$ cat src/rtl/ascon_op_scheduler.sv
// ascon_op_scheduler: front-end controller for the serial Ascon core.
// Arbitrates two requesters round-robin, then for the owner: resets the core,
// paces the serial operand load, starts enc/dec, waits for ready (with timeout),
// paces the serial result drain and returns a done/status pulse.
// Ports:
//   clk, rst                 clock, asynchronous active-high reset
//   req[1:0], op[1:0]        per-requester request / op select (0=enc, 1=dec)
//   grant[1:0], busy         one-hot core owner, controller active
//   core_rst, shift_en       core sync reset, operand load strobe
//   enc_start, dec_start     core start handshakes (held RUN..DRAIN)
//   core_enc_ready, core_dec_ready, core_auth   core status inputs
//   out_valid, bit_idx[7:0]  serial result bit qualifier and index
//   done[1:0], auth_fail, timeout_err           completion pulse and status
module ascon_op_scheduler #(
    parameter int unsigned K        = 128,
    parameter int unsigned L        = 80,
    parameter int unsigned Y        = 80,
    parameter int unsigned OUT_BITS = 128,
    parameter int unsigned TIMEOUT  = 16383
) (
    input  logic       clk,
    input  logic       rst,
    input  logic [1:0] req,
    input  logic [1:0] op,
    output logic [1:0] grant,
    output logic       busy,
    output logic       core_rst,
    output logic       shift_en,
    output logic       enc_start,
    output logic       dec_start,
    input  logic       core_enc_ready,
    input  logic       core_dec_ready,
    input  logic       core_auth,
    output logic       out_valid,
    output logic [7:0] bit_idx,
    output logic [1:0] done,
    output logic       auth_fail,
    output logic       timeout_err
);

    // Load length is the longest core operand, never shorter than 128
    localparam int unsigned MAX_KL = (K > L) ? K : L;
    localparam int unsigned MAX_KLY = (MAX_KL > Y) ? MAX_KL : Y;
    localparam int unsigned MAXLEN = (MAX_KLY > 128) ? MAX_KLY : 128;
    localparam int unsigned CNT_W = 8;
    localparam int unsigned TO_W = 16;
    localparam logic [CNT_W-1:0] LOAD_LAST = CNT_W'(MAXLEN - 1);
    localparam logic [CNT_W-1:0] DRAIN_LAST = CNT_W'(OUT_BITS - 1);
    localparam logic [TO_W-1:0] TO_LAST = TO_W'(TIMEOUT - 1);

    typedef enum logic [2:0] {
        S_IDLE,
        S_CRST,
        S_LOAD,
        S_SETTLE,
        S_RUN,
        S_DRAIN,
        S_DONE
    } state_t;

    state_t            r_state;
    logic [1:0]        r_grant;
    logic              r_busy;
    logic              r_core_rst;
    logic              r_shift_en;
    logic              r_enc_start;
    logic              r_dec_start;
    logic              r_out_valid;
    logic [7:0]        r_bit_idx;
    logic [1:0]        r_done;
    logic              r_auth_fail;
    logic              r_timeout_err;
    logic              r_op;
    logic              r_rr;
    logic              r_auth;
    logic [CNT_W-1:0]  r_cnt;
    logic [TO_W-1:0]   r_tcnt;

    logic              w_win;
    logic              w_ready;
    logic              w_auth;

    // On a tie the requester that did not win last time is served
    assign w_win   = (req == 2'b11) ? ~r_rr : req[1];
    assign w_ready = r_op ? core_dec_ready : core_enc_ready;
    // Tag status is taken on the first drain cycle; bypass covers OUT_BITS==1
    assign w_auth  = (r_cnt == '0) ? (r_op & ~core_auth) : r_auth;

    // Operation sequencer with registered outputs
    always_ff @(posedge clk or posedge rst) begin
        if (rst) begin
            r_state       <= S_IDLE;
            r_grant       <= 2'b00;
            r_busy        <= 1'b0;
            r_core_rst    <= 1'b1;
            r_shift_en    <= 1'b0;
            r_enc_start   <= 1'b0;
            r_dec_start   <= 1'b0;
            r_out_valid   <= 1'b0;
            r_bit_idx     <= '0;
            r_done        <= 2'b00;
            r_auth_fail   <= 1'b0;
            r_timeout_err <= 1'b0;
            r_op          <= 1'b0;
            r_rr          <= 1'b1;
            r_auth        <= 1'b0;
            r_cnt         <= '0;
            r_tcnt        <= '0;
        end else begin
            r_done        <= 2'b00;
            r_auth_fail   <= 1'b0;
            r_timeout_err <= 1'b0;
            case (r_state)
                S_IDLE: begin
                    r_core_rst <= 1'b0;
                    if (|req) begin
                        r_op       <= op[w_win];
                        r_rr       <= w_win;
                        r_grant    <= w_win ? 2'b10 : 2'b01;
                        r_busy     <= 1'b1;
                        r_core_rst <= 1'b1;
                        r_state    <= S_CRST;
                    end
                end
                S_CRST: begin
                    r_core_rst <= 1'b0;
                    r_shift_en <= 1'b1;
                    r_cnt      <= '0;
                    r_state    <= S_LOAD;
                end
                S_LOAD: begin
                    if (r_cnt == LOAD_LAST) begin
                        r_shift_en <= 1'b0;
                        r_cnt      <= '0;
                        r_state    <= S_SETTLE;
                    end else begin
                        r_cnt <= r_cnt + CNT_W'(1);
                    end
                end
                S_SETTLE: begin
                    r_enc_start <= ~r_op;
                    r_dec_start <= r_op;
                    r_tcnt      <= '0;
                    r_state     <= S_RUN;
                end
                S_RUN: begin
                    // Ready is checked before the timeout so it wins a tie
                    if (w_ready) begin
                        r_out_valid <= 1'b1;
                        r_bit_idx   <= '0;
                        r_cnt       <= '0;
                        r_state     <= S_DRAIN;
                    end else if (r_tcnt == TO_LAST) begin
                        r_enc_start   <= 1'b0;
                        r_dec_start   <= 1'b0;
                        r_done        <= r_grant;
                        r_timeout_err <= 1'b1;
                        r_state       <= S_DONE;
                    end else begin
                        r_tcnt <= r_tcnt + TO_W'(1);
                    end
                end
                S_DRAIN: begin
                    if (r_cnt == '0) begin
                        r_auth <= r_op & ~core_auth;
                    end
                    if (r_cnt == DRAIN_LAST) begin
                        r_out_valid <= 1'b0;
                        r_bit_idx   <= '0;
                        r_enc_start <= 1'b0;
                        r_dec_start <= 1'b0;
                        r_done      <= r_grant;
                        r_auth_fail <= w_auth;
                        r_state     <= S_DONE;
                    end else begin
                        r_cnt     <= r_cnt + CNT_W'(1);
                        r_bit_idx <= r_cnt + CNT_W'(1);
                    end
                end
                S_DONE: begin
                    r_grant <= 2'b00;
                    r_busy  <= 1'b0;
                    r_state <= S_IDLE;
                end
                default: r_state <= S_IDLE;
            endcase
        end
    end

    assign grant       = r_grant;
    assign busy        = r_busy;
    assign core_rst    = r_core_rst;
    assign shift_en    = r_shift_en;
    assign enc_start   = r_enc_start;
    assign dec_start   = r_dec_start;
    assign out_valid   = r_out_valid;
    assign bit_idx     = r_bit_idx;
    assign done        = r_done;
    assign auth_fail   = r_auth_fail;
    assign timeout_err = r_timeout_err;

endmodule
$ cat config.mk
export PLATFORM = sky130hd
export DESIGN_NAME = ascon_op_scheduler
export DESIGN_NICKNAME = d
export VERILOG_FILES = /design/src/rtl/ascon_op_scheduler.sv
export SDC_FILE = /design/constraint.sdc
export NUM_CORES = 1
export LEC_CHECK = 0
export BUFFER_PORTS_ARGS = -buffer_cell sky130_fd_sc_hd__buf_2
export CAP_MARGIN = 20
export CORE_MARGIN = 4
export CORE_UTILIZATION = 55
export DETAILED_ROUTE_END_ITERATION = 10
export HOLD_SLACK_MARGIN = 0.12
export PLACE_DENSITY_LB_ADDON = 0.1
export REMOVE_ABC_BUFFERS = 1
export SYNTH_ARGS = -nofsm -noshare
export SYNTH_HDL_FRONTEND = slang
export SYNTH_SLANG_ARGS = --single-unit
$ cat constraint.sdc
create_clock -name clk -period 5.3 [get_ports clk]
set_clock_uncertainty 0.2 [all_clocks]
set_input_delay 0.265 -clock clk [delete_from_list [all_inputs] [get_ports clk]]
set_output_delay 0.265 -clock clk [all_outputs]
set_load 0.01 [all_outputs]
==> results of run 1 <==
repair_timing:
item | CTS | global route
hold endpoints to repair | 51 | 0
hold buffers | 6 | 0
setup buffers | 0 | 0
routing by layer:
metal	share of wire, %	routed length (um)	GRT usage [%]
met5	0	0	0
met4	1.1	66	6.119
met3	4.3	257	3.944
met2	45	2677	30.57
met1	49	2923	32.18
sequential cells by signal, summed over array words and instances (netlist names), 2 cells and up:
signal,cells
r_tcnt,16
bit_idx,8
r_cnt,8
r_state,3
done,2
grant,2
through the flow:
step	power, mW	setup slack (ns)	utilization [%]	cells
after detailed placement	1.005	2.902	60.90	356
after floorplan	0.8585	3.208	-	261
after CTS	1.246	2.886	64.08	370
after global routing	1.332	2.680	64.50	371
final	1.237	2.866	64.50	371
after global placement	0.9931	2.981	60.90	356
power by group through the flow:
stage | sequential, mW | clock, mW | combinational, mW
3_5_place_dp | 0.580 | 0 | 0.424
5_1_grt | 0.592 | 0.251 | 0.489
6_report | 0.575 | 0.226 | 0.436
3_3_place_gp | 0.575 | 0 | 0.418
4_1_cts | 0.573 | 0.234 | 0.438
2_1_floorplan | 0.576 | 0 | 0.283
logic make-up after synthesis:
| logic type | Yosys count | synth area share (%) |
|---|---|---|
| AOI/OAI and AO/OA | 62 | 15.20 |
| xor gates and xnor gates | 5 | 1.627 |
| adders and majority gates | 4 | 1.860 |
| buffers and inverters | 15 | 2.277 |
| DFF | 50 | 46.58 |
| muxes | 18 | 7.299 |
| and+or+nand+nor | 116 | 25.15 |
worst max-delay path by stage:
stage | depth (start not counted) | slack [ns] | to | startpoint
floorplan | 4 | 3.21 | r_tcnt[12] | r_state[2]
global placement | 4 | 2.98 | dec_start | r_state[1]
detailed placement | 4 | 2.90 | dec_start | r_state[1]
CTS | 4 | 2.89 | dec_start | r_state[1]
global route | 4 | 2.68 | dec_start | r_state[1]
finish | 4 | 2.87 | r_tcnt[12] | r_state[2]
layout make-up:
type                    instances  area [um2]
fillers                       392        1677
multi-input cells             205        1376
flip-flops and latches         50        1254
repair buffers                 35       220.2
clock buffers                   8       90.09
well taps                      67       83.83
inverters                       6       22.52
synth_stat cells (2+ instances only):
cell type / count
nand2_1: 37
clkbuf_1: 4
nor2b_1: 5
mux2i_1: 14
nand4b_1: 2
and3_1: 6
mux2_2: 3
buf_2: 3
o22ai_1: 2
nand2b_1: 10
o2bb2ai_1: 4
and3b_1: 2
and4_1: 3
a31oi_1: 3
xor2_1: 2
o31ai_1: 3
a21oi_1: 12
nand4_1: 5
or3_1: 3
xnor2_1: 3
a32o_1: 2
o21ai_0: 17
a21o_1: 2
nand3_1: 15
nor2_1: 4
o211ai_1: 3
dfstp_2: 2
and2_1: 2
dfrtp_1: 48
a211oi_1: 2
inv_1: 6
ha_1: 4
nor4_2: 2
nor3_1: 8
worst max-delay path: stages, from the launching register on:
cell and delay, ns:
dfrtp_1 0.60, nor3b_2 0.69, nand4_4 0.24, nor4b_1 0.43
mux2i_1 0.22
cell usage in the layout (no fill, tap or decap), types with 3 or more instances in the layout:
cell	instances
dfrtp_1	48
nand2_1	37
buf_2	28
o21ai_0	17
nand3_1	15
mux2i_1	14
a21oi_1	12
nand2b_1	10
nor3_1	8
and3_1	6
clkbuf_8	6
dlygate4sd3_1	6
nand4_1	5
inv_1	5
nor2b_1	5
nor2_1	4
o2bb2ai_1	4
ha_1	4
and4_1	3
xnor2_1	3
mux2_2	3
o211ai_1	3
a31oi_1	3
o31ai_1	3
or3_1	3
==> reports/metrics.cfg, run 1 <==
[synthesis]
synth_cell_types=61
ys_warn_count=0
synth_flop_cell=dfrtp_1
seq_area_frac_synth_pct=46.58
synthTopCellsByArea=dfrtp_1, mux2i_1, nand2_1, o21ai_0, nand3_1
syn_area_um2=2691
postSynthAreaPerCell_um2=9.968
synth_edf_count=0
synthArstFlopShare_pct=100.0
synth_area_leader_cell=dfrtp_1
synth_top_area_share_pct=44.63
syn_inst=270
synth_seq_cells=50

[sta]
relSlewSlack_pct=37.42
max_freq_mhz=410.8
min_period_ns=2.434
setup_viol=0
fin_crit_sh_pct=45.93
worst_slew_pin_slew_ns=0.9359
hold_viol_final=0
hold_ws_ns=0.1603
rsz0062_at_grt=no
report.final.slew_viol_count=0
finalSetupTns_ns=0

[setup_path]
critPathArrivalTime_ns=2.46
r2r_slack_ns=2.87
crit_type=flip-flop to flip-flop
reg2reg_depth=4
r2r_start=r_state[2]
crit-reg2reg-capture=r_tcnt[12]
cp_data_required_time_ns=5.33
worst_setup_path_start_kind=flip-flop
end_kind=flip-flop
path_max_fanout=16

[detailed_routing]
route.detailed.drc=0
via_count=2208
antenna_left=0
first_pass_iters=4
wl_mm=5.925
drtIter0Drc=145
viasPerCell=5.951
wl_per_cell_um=15.97

[min_path]
whs_path_depth=3
whs_endpoint=busy
hp-class=primary input to flip-flop
min-delay-start=req[0]

[floorplan]
io_pins=29
rows=25
start_util_pct=56.98
coreArea_um2=4723
design.die.area_um2=6076
die_w_um=77.95
die_y_um=77.95

[global_route]
grt_first_pass_wirelength_mm=10.37
grt-ovfl-total=0
grt_pass1_vias=2059
track_usage_pct=21.14
grt_max_degree=51
antenna_found_initial=0

[clock_tree]
numCtsBuffers=5
clk_latency_ns=0.30
cts.sinks=50
cts_buffer_depth=2
clk_pin_slew_ns=0.09
cts_resized=0
htreeDepth=2
cts_root_buf=clkbuf_8
tritoncts=yes

[power]
seq_power_share_pct=46.5
power_frac_comb_pct=35.2
sw_frac_of_total_pct=38.55
p_int_mw=0.7600
pwr-share-clk_pct=18.3
ir_drop_mv=0.2737
leakage_nw=1.362
switchingPower_mw=0.4768
power_density_nw_per_um2=405.9

[layout]
stdcell_area_um2=3047
fin_nets=316
diodes=0
drive_above_1_share_pct=16.12
area_growth_pct=13.20

[placed_design]
place_area_um2=2877
portBuffers=28
hpwl_mm=4.269
gp_congestion=0.8229

[run_status]
status=completed

[job]
maxCapViolCount=0

(Power assumes the default switching activity.)
==> run 2: changes to the inputs <==
--- a/config.mk
+++ b/config.mk
@@ -8,7 +8,7 @@
 export BUFFER_PORTS_ARGS = -buffer_cell sky130_fd_sc_hd__buf_2
 export CAP_MARGIN = 20
 export CORE_MARGIN = 4
-export CORE_UTILIZATION = 55
+export CORE_UTILIZATION = 53
 export DETAILED_ROUTE_END_ITERATION = 10
 export HOLD_SLACK_MARGIN = 0.12
 export PLACE_DENSITY_LB_ADDON = 0.1
==> constraint.sdc (replaced) <==
create_clock -name clk -period 2.1 [get_ports clk]
set_clock_uncertainty 0.2 [all_clocks]
set_input_delay 0.105 -clock clk [delete_from_list [all_inputs] [get_ports clk]]
set_output_delay 0.105 -clock clk [all_outputs]
set_load 0.01 [all_outputs]
==> run 2 against run 1 <==
Cell area up 5.2%. Worst hold slack better by 0.020 ns. Sequential power up 130%. Non-clock buffer count up 18. Clock power rose to 3.0 times the previous value. Fmax up 22%. Sequential share of layout area down 2.0 points. Power rose to 2.7 times the previous value. Core utilization up 2.0 points. First-iteration DRC count up 16%. Wire length up 4.8%. Largest cell class unchanged.
==> reports/metrics.cfg, run 2 (synthesis gave the netlist of run 1 again) <==
[setup_path]
critPathArrivalTime_ns=2.00
path_max_fanout=5
crit-reg2reg-capture=r_auth
reg2reg_depth=6
startpoint=r_cnt[1]
critical_path_depth=6
cpPeakStageDelay_ns=0.48
r2r_start=r_cnt[1]
cp_slowest_cell=or4b_1
end_kind=flip-flop
crit_type=flip-flop to flip-flop
worst_setup_path_start_kind=flip-flop
crit_path_cell_trace=inv_1 -> ha_1 -> or4b_1 -> nor4_4 -> nand2_1 -> mux2_2
r2r_slack_ns=0.1
setup.worst_path.end=r_auth
path_buf_inv=1
crit_family=simple AND/OR/NAND/NOR gates
cp_data_required_time_ns=2.10

[detailed_routing]
wl_mm=6.210
antenna_left=0
route.detailed.drc=0
via_count=2337
wl_per_cell_um=15.96
viasPerCell=6.008
drtIter0Drc=168
first_pass_iters=4

[min_path]
hp-class=primary input to asynchronous set/reset pin

[layout]
layout.cells.most_common=dfrtp_1
fin_nets=334
largest_reg_flops=16
diodes=0
area_growth_pct=19.11
drive_above_1_share_pct=21.12
regMostFlops=r_tcnt
layout_common_cells=dfrtp_1, nand2_1, buf_2

[power]
power_density_nw_per_um2=1053
ir_drop_mv=0.7126
leakage_nw=1.461
total_power_mw=3.376

[floorplan]
coreArea_um2=4817
die_y_um=79.26
die_w_um=79.26
io_pins=29
start_util_pct=55.87
design.die.area_um2=6282
rows=25

[clock_tree]
cts.sinks=50
htreeDepth=2
cts_buffer_depth=2
clk_pin_slew_ns=0.09
numCtsBuffers=5
cts_root_buf=clkbuf_8
post_cts_buffers=0
tritoncts=yes
clk_latency_ns=0.30

[global_route]
grt_first_pass_wirelength_mm=10.83
grt_pass1_vias=2250
antenna_found_initial=0
grt_max_degree=26
track_usage_pct=21.73
grt-ovfl-total=0

[job]
maxCapViolCount=0

[run_status]
status=completed

[sta]
max_freq_mhz=499.2
setup_ws_ns=0.09685
hold_viol_final=0
worst_slew_pin_slew_ns=0.5319
finalSetupTns_ns=0
setup_viol=0
relSlewSlack_pct=64.49
report.final.slew_viol_count=0
fin_crit_sh_pct=95.39
min_period_ns=2.003
rsz0062_at_grt=yes

[placed_design]
gp_congestion=0.8447
pre_cts_slack_ns=0.08929
portBuffers=28
hpwl_mm=4.507

run 2: worst min-delay path by stage:
stage / from / end / slack (ns) / depth (start not counted)
detailed placement: rst / r_tcnt[13] / -0.02 / 2
CTS: rst / r_state[1] / 0.19 / 3
global placement: rst / r_tcnt[13] / -0.02 / 2
finish: rst / r_tcnt[13] / 0.18 / 3
floorplan: req[1] / r_rr / 0.03 / 2
global route: rst / r_tcnt[13] / 0.22 / 3
run 2: worst reg2reg max path, delay by kind of cell, from the launching register on:
kind | cells | cell delay (ns)
multiplexers | 1 | 0.27
adder cells (fa/ha/maj) | 1 | 0.13
buffers and inverters | 1 | 0.07
flip-flops | 1 | 0.43
AND/OR/NAND/NOR | 3 | 0.80
run 2: metal layers:
layer	vias to the layer above	track usage (%)	wire length, um
met5	-	0	0
met4	0	6.701	83
met3	9	3.855	399
met2	103	32.66	2726
met1	1117	31.92	3002
li1	1108	-	-
run 2: report_power, final:
group	switching (mW)	internal (mW)	total (mW)
clock network	0.323	0.351	0.674
registers	0.166	1.18	1.34
logic	0.771	0.586	1.36
total	1.26	2.12	3.38
run 2: cell type report:
| type | instances | area [um2] |
|---|---|---|
| inverters | 6 | 22.52 |
| multi-input cells | 205 | 1389 |
| clock inverters | 3 | 40.04 |
| repair buffers | 53 | 347.8 |
| fillers | 425 | 1612 |
| well taps | 67 | 83.83 |
| clock buffers | 5 | 68.82 |
| flip-flops and latches | 50 | 1254 |
run 2: repair_timing:
item                                    CTS  global route
endpoints found under the setup margin    0             5
gates resized for setup                   0             2
endpoints found under the hold margin    60             0
hold buffers                              8             0
run 2: per-stage QoR:
| stage | util [%] | instances | hold WS, ns | area (um2) |
|---|---|---|---|---|
| 5_1_grt | 66.55 | 389 | 0.2189 | 3206 |
| 4_1_cts | 66.29 | 389 | 0.1916 | 3193 |
| 6_report | 66.55 | 389 | 0.1805 | 3206 |
| 3_3_place_gp | 62.36 | 373 | -0.01944 | 3004 |
| 3_5_place_dp | 62.36 | 373 | -0.01722 | 3004 |
| 2_1_floorplan | - | 261 | 0.03094 | 2653 |
